===== src/rtl/mem_stage_if.sv =====
// mem_stage_if: data-memory request/response bus between the MEM stage and memory.
interface mem_stage_if;
    logic [29:0] dmem_addr;
    logic        dmem_req;
    logic        dmem_we;
    logic [3:0]  dmem_be;
    logic [31:0] dmem_wdata;
    logic [31:0] dmem_rdata;
    logic        dmem_ack;
    modport master (output dmem_addr, dmem_req, dmem_we, dmem_be, dmem_wdata, input dmem_rdata, dmem_ack);
    modport slave  (input dmem_addr, dmem_req, dmem_we, dmem_be, dmem_wdata, output dmem_rdata, dmem_ack);
endinterface


===== src/rtl/mem_stage.sv =====
// mem_stage: pipeline MEM stage with big-endian byte/half/word access, stall, timeout and sticky error.
module mem_stage #(
    parameter int MAX_WAIT = 15
) (
    input  logic              clk,
    input  logic              rst_n,
    input  logic [31:0]       Result,
    input  logic [31:0]       mem_data_ex,
    input  logic [5:0]        opcode_ex,
    input  logic              MemWrite_ex,
    input  logic              MemtoReg_ex,
    input  logic              RegWrite_ex,
    input  logic [4:0]        towrite_ex,
    mem_stage_if.master       bus,
    output logic [31:0]       result_mem,
    output logic [4:0]        towrite_mem,
    output logic              RegWrite_mem,
    output logic              mem_stall,
    output logic              mem_error
);
    localparam int CW = $clog2(MAX_WAIT + 1);
    typedef enum logic {IDLE, ACCESS} state_t;
    state_t state, state_nxt;
    logic [CW-1:0] cnt, cnt_nxt;
    logic [1:0] off;
    logic half, word, sext, mem_op, misaligned, start, done, timeout, err_set, rw_nxt;
    logic [31:0] rshift, load_data, res_nxt;
    always_comb begin
        off = Result[1:0];
        half = opcode_ex[1:0] == 2'b01;
        word = opcode_ex[1:0] == 2'b11;
        sext = opcode_ex[5:2] == 4'b1000;
        mem_op = MemtoReg_ex | MemWrite_ex;
        misaligned = (half & off[0]) | (word & |off);
        start = state == IDLE & mem_op & !misaligned;
        done = state == ACCESS & bus.dmem_ack;
        timeout = state == ACCESS & !bus.dmem_ack & cnt == CW'(MAX_WAIT - 1);
        err_set = (state == IDLE & mem_op & misaligned) | timeout;
        bus.dmem_addr = Result[31:2];
        bus.dmem_req = state == ACCESS;
        bus.dmem_we = state == ACCESS & MemWrite_ex;
        bus.dmem_be = word ? 4'b1111 : half ? (off[1] ? 4'b0011 : 4'b1100) : 4'b1000 >> off;
        bus.dmem_wdata = word ? mem_data_ex : half ? {2{mem_data_ex[15:0]}} : {4{mem_data_ex[7:0]}};
        // Left-align the addressed lane so the wanted bytes always sit at the top.
        rshift = bus.dmem_rdata << {off, 3'b000};
        load_data = word ? rshift :
                    half ? {{16{sext & rshift[31]}}, rshift[31:16]} :
                           {{24{sext & rshift[31]}}, rshift[31:24]};
        state_nxt = state == IDLE ? (start ? ACCESS : IDLE) : ((done | timeout) ? IDLE : ACCESS);
        cnt_nxt = state == ACCESS ? cnt + 1'b1 : '0;
        mem_stall = rst_n & (start | (state == ACCESS & !done & !timeout));
        res_nxt = (done & MemtoReg_ex) ? load_data : Result;
        rw_nxt = state == IDLE ? RegWrite_ex & !mem_op : done & RegWrite_ex & MemtoReg_ex;
    end
    always_ff @(posedge clk or negedge rst_n) begin
        if (!rst_n) begin
            state <= IDLE;
            cnt <= '0;
            result_mem <= '0;
            towrite_mem <= '0;
            RegWrite_mem <= 1'b0;
            mem_error <= 1'b0;
        end else begin
            state <= state_nxt;
            cnt <= cnt_nxt;
            result_mem <= res_nxt;
            towrite_mem <= towrite_ex;
            RegWrite_mem <= rw_nxt;
            mem_error <= mem_error | err_set;
        end
    end
endmodule


===== src/flat_wrapper.sv =====
// flat-port wrapper written by rule: the top's interface ports become plain ports
module mem_stage_flat 
#(
    parameter int MAX_WAIT = 15
)
  (clk, rst_n, Result, mem_data_ex, opcode_ex, MemWrite_ex, MemtoReg_ex, RegWrite_ex, towrite_ex, result_mem, towrite_mem, RegWrite_mem, mem_stall, mem_error, bus_dmem_addr, bus_dmem_req, bus_dmem_we, bus_dmem_be, bus_dmem_wdata, bus_dmem_rdata, bus_dmem_ack);
  mem_stage_if bus_i ();
  input  logic clk;
  input  logic rst_n;
  input  logic [31:0] Result;
  input  logic [31:0] mem_data_ex;
  input  logic [5:0] opcode_ex;
  input  logic MemWrite_ex;
  input  logic MemtoReg_ex;
  input  logic RegWrite_ex;
  input  logic [4:0] towrite_ex;
  output logic [31:0] result_mem;
  output logic [4:0] towrite_mem;
  output logic RegWrite_mem;
  output logic mem_stall;
  output logic mem_error;
  output wire logic [$bits(bus_i.dmem_addr)-1:0] bus_dmem_addr;
  output wire logic [$bits(bus_i.dmem_req)-1:0] bus_dmem_req;
  output wire logic [$bits(bus_i.dmem_we)-1:0] bus_dmem_we;
  output wire logic [$bits(bus_i.dmem_be)-1:0] bus_dmem_be;
  output wire logic [$bits(bus_i.dmem_wdata)-1:0] bus_dmem_wdata;
  input wire logic [$bits(bus_i.dmem_rdata)-1:0] bus_dmem_rdata;
  input wire logic [$bits(bus_i.dmem_ack)-1:0] bus_dmem_ack;
  assign bus_dmem_addr = bus_i.dmem_addr;
  assign bus_dmem_req = bus_i.dmem_req;
  assign bus_dmem_we = bus_i.dmem_we;
  assign bus_dmem_be = bus_i.dmem_be;
  assign bus_dmem_wdata = bus_i.dmem_wdata;
  assign bus_i.dmem_rdata = bus_dmem_rdata;
  assign bus_i.dmem_ack = bus_dmem_ack;
  mem_stage #(.MAX_WAIT(MAX_WAIT)) u_core (.clk(clk), .rst_n(rst_n), .Result(Result), .mem_data_ex(mem_data_ex), .opcode_ex(opcode_ex), .MemWrite_ex(MemWrite_ex), .MemtoReg_ex(MemtoReg_ex), .RegWrite_ex(RegWrite_ex), .towrite_ex(towrite_ex), .bus(bus_i), .result_mem(result_mem), .towrite_mem(towrite_mem), .RegWrite_mem(RegWrite_mem), .mem_stall(mem_stall), .mem_error(mem_error));
endmodule

===== config.mk =====
export PLATFORM = sky130hd
export DESIGN_NAME = mem_stage_flat
export DESIGN_NICKNAME = d
export VERILOG_FILES = /design/src/rtl/mem_stage_if.sv /design/src/rtl/mem_stage.sv /design/src/flat_wrapper.sv
export SDC_FILE = /design/constraint.sdc
export NUM_CORES = 1
export LEC_CHECK = 0
export ABC_AREA = 1
export CORE_UTILIZATION = 41
export DETAILED_ROUTE_END_ITERATION = 8
export GPL_TIMING_DRIVEN = 0
export PLACE_DENSITY_LB_ADDON = 0.1
export RECOVER_POWER = 100
export SYNTH_ARGS = -nofsm -noshare
export SYNTH_HDL_FRONTEND = slang
export SYNTH_SLANG_ARGS = --single-unit

===== constraint.sdc =====
create_clock -name clk -period 3.9 [get_ports clk]
set_clock_uncertainty 0.05 [all_clocks]
set_input_delay 0.78 -clock clk [delete_from_list [all_inputs] [get_ports clk]]
set_output_delay 0.78 -clock clk [all_outputs]
set_load 0.005 [all_outputs]

==> impl_summary.txt <==
----------------------------------------------------
[Hold path]
  Min-delay worst type ... register to register

[Logic synthesis]
  #FFs+latches synth ... 44
  Post-synthesis instance area ... 0.00354 mm2
  Yosys warning total ... 0
  Gate Count Post-Synth ... 528
  Syn_area_per_cell ... 6.70 um2
  Post-synthesis sequential area ratio ... 31.1%
  Synth unique cells ... 31
  Yosys top cell by area ... sky130_fd_sc_hd__dfrtp_1
  Leading post-synthesis cells by cell area ... sky130_fd_sc_hd__dfrtp_1, sky130_fd_sc_hd__nand2_1, sky130_fd_sc_hd__nand3_1
  Proportion of netlist area held by the largest area contributor ... 31.1%
  Synthesized netlist net count ... 643

[Pwr]
  Seq pwr share ... 35.2%
  Overall power consumption ... 1.47 mW
  Power density cells ... 247 mW/mm2
  Net Switching ... 0.453 mW
  Clock network power share ... 25.3%
  Leakage component of the power ... 2.94 nW
  Switching Share ... 30.8%
  Gate power share ... 39.5%
  IR drop worst, VDD ... 0.137 mV
  Internal power ... 1.02 mW

[Clock tree]
  Clock transition at the registers of the reported paths ... 90 ps
  Clock network latency to the later pin of the worst-skew pair ... 300 ps
  Cts-stage hold buffer count ... 0
  Setup Buffers After CTS ... 0
  CTS tree ... yes
  Worst-case clock buffer depth ... 2
  Number of clock sinks ... 44
  Resized cells post-CTS ... 0
  Cell chosen for the clock root ... sky130_fd_sc_hd__clkbuf_8
  Number of buffers added by the clock tree synthesis step ... 5
  H-tree depth ... 2

[STA]
  Number of failing hold endpoints at the final stage ... 0
  Slew headroom ... 51.8%
  Tcrit/Tclk final ... 92.2%
  Setup TNS ... 0 ps
  Crit path setup slack, layout ... 304 ps
  Final Slew Violations ... 0
  Peak clock frequency supported by timing ... 278 MHz
  Setup repair after global routing missed its margin ... false
  Shortest clock period the worst path allows after layout ... 3600 ps
  Slew at the pin closest to its max-slew limit ... 724 ps
  Worst-case hold slack ... 436 ps
  Total of endpoints with negative setup slack in the final report ... 0

[Worst setup path]
  Required time of the critical path ... 3070 ps
  Biggest fanout along the worst timing path ... 10
  Startpoint type of the worst setup path ... primary input
  Data arrival time of the critical path ... 2770 ps
  Category of the most critical setup path ... primary input to output pin
  Minimum setup slack among reg-to-reg paths ... 1770 ps
  Kind of end point of the critical path ... output pin

[Global routing]
  Via count of the first global-routing pass ... 4152
  Antenna violations before repair ... 0
  Pin count of the biggest net entering global routing ... 35
  Global-route wire length before repair ... 20.1 mm
  Gr ovfl total ... 0
  Total global routing track utilization ... 28.9%

[Final layout]
  Net count, final ... 868
  Layout-stage area growth over the synthesis result ... 68.3%
  Layout cell share with drive strength beyond 1 ... 14.5%
  N_diodes ... 0
  Final Instance Area ... 0.00595 mm2

[Drt]
  Per-cell via count in the routed design ... 5.00
  Initial DRC count ... 275
  Post-route antenna net violation count ... 0
  Wirelength per Cell ... 14.9 um
  Number of vias after detailed routing ... 4292
  Pre-Repair DR Iteration Count ... 6
  Final routed wirelength across all metal layers ... 12.8 mm
  Number of design rule violations left after detail routing ... 0

[Die]
  Num rows ... 33
  Initial core utilization ... 42.6%
  Vert. Die Dim ... 94.9 um
  Placeable core region ... 0.00830 mm2
  Chip width ... 94.9 um
  I/O pins ... 221
  Area of the die ... 0.00900 mm2

[Placed design]
  Port Buf Inserts ... 217
  Detailed Place HPWL ... 10.1 mm
  RD Place Congestion ... 0.888
  Placed Area ... 0.00586 mm2
  Post-placement setup slack ... 492 ps

[Run]
  Max-capacitance violation count ... 0

[Outcome]
  Run status ... completed

----------------------------------------------------
worst max-delay path, stage by stage:
cell and delay (ps):
sky130_fd_sc_hd__dlygate4sd3_1 610, sky130_fd_sc_hd__inv_1 170, sky130_fd_sc_hd__clkbuf_1 460, sky130_fd_sc_hd__o21ai_0 230, sky130_fd_sc_hd__clkdlybuf4s50_1 500
synth_stat cells, drive strengths merged:
| master | number |
|---|---|
| nor2 | 47 |
| a21oi | 12 |
| buf | 60 |
| a21boi | 3 |
| o22ai | 1 |
| or2 | 14 |
| nand3b | 1 |
| xor2 | 1 |
| clkbuf | 3 |
| dfrtp | 44 |
| xnor2 | 1 |
| ha | 2 |
| o21ai | 4 |
| nand4 | 1 |
| o211ai | 8 |
| nand2 | 226 |
| nand3 | 68 |
| inv | 32 |
power groups by stage:
stage               Sequential [mW]  Clock, mW  Combinational [mW]
global route                  0.523      0.398               0.638
detailed placement            0.530          0               0.613
floorplan                     0.534          0               0.247
CTS                           0.521      0.379               0.617
finish                        0.518      0.371               0.581
global placement              0.528          0               0.601
metrics by stage:
stage,instances,utilization [%]
final,859,71.7
after global routing,859,71.7
after floorplan,528,-
after CTS,859,71.9
after detailed placement,851,70.6
after global placement,850,70.4
metal layers:
metal  wire length [um]  track usage, %  up-vias
li1                   -               -     2066
met1               5120            35.4     1939
met2               6210            51.1      260
met3               1190            5.31       27
met4                279            8.59        0
met5                  0               0        -
sequential cells by signal, summed over array words and instances (netlist names):
name / flops
u_core.cnt: 4
u_core.RegWrite_mem: 1
u_core.result_mem: 32
u_core.bus.dmem_req: 1
u_core.mem_error: 1
u_core.towrite_mem: 5
path summary, 6_finish.rpt:
path / startpoint / endpoint / cells after the start
max: Result[1] / bus_dmem_be[0] / 5
min: u_core.mem_error$_DFF_PN0_ / u_core.mem_error$_DFF_PN0_ / 2
max reg2reg: u_core.bus.dmem_req$_DFF_PN0_ / u_core.result_mem[30]$_DFF_PN0_ / 6
min reg2reg: u_core.mem_error$_DFF_PN0_ / u_core.mem_error$_DFF_PN0_ / 2
max in group asynchronous: rst_n / u_core.result_mem[5]$_DFF_PN0_ / 2
min in group asynchronous: rst_n / u_core.cnt[2]$_DFF_PN0_ / 1
final cells by class:
type	instances	area [um2]
fill	662	2350
clock buffer	5	68.8
timing repair buffer	218	2190
sequential	44	1100
multi-input combinational	389	1810
tap	105	131
inverter	32	131
clock inverter	3	46.3
buffer	63	475
placed cells by master (no fill, tap or decap), types with 4 or more instances in the layout:
cell                              count
sky130_fd_sc_hd__buf_4               40
sky130_fd_sc_hd__nand2_2             14
sky130_fd_sc_hd__nand3_1             66
sky130_fd_sc_hd__nor2_1              43
sky130_fd_sc_hd__clkdlybuf4s50_1    109
sky130_fd_sc_hd__clkbuf_8             5
sky130_fd_sc_hd__nand2_4              6
sky130_fd_sc_hd__dlygate4sd3_1      107
sky130_fd_sc_hd__or2_2               14
sky130_fd_sc_hd__dfrtp_1             44
sky130_fd_sc_hd__o21ai_0              4
sky130_fd_sc_hd__o211ai_1             8
sky130_fd_sc_hd__a21oi_1             12
sky130_fd_sc_hd__nand2_1            205
sky130_fd_sc_hd__buf_6                8
sky130_fd_sc_hd__inv_1               29
sky130_fd_sc_hd__buf_2                5
sky130_fd_sc_hd__clkbuf_1             9
logic make-up (layout without fill, tap and decap cells):
family,Yosys count,count (layout),share of synthesized area [%]
AND/OR/NAND/NOR,357,357,45.4
buffers and inverters,95,321,17.5
flip-flops,44,44,31.1
AO/OA/AOI/OAI,28,28,4.78
adder cells (fa/ha/maj),2,2,0.707
XOR/XNOR,2,2,0.495
(Power assumes the default switching activity.)
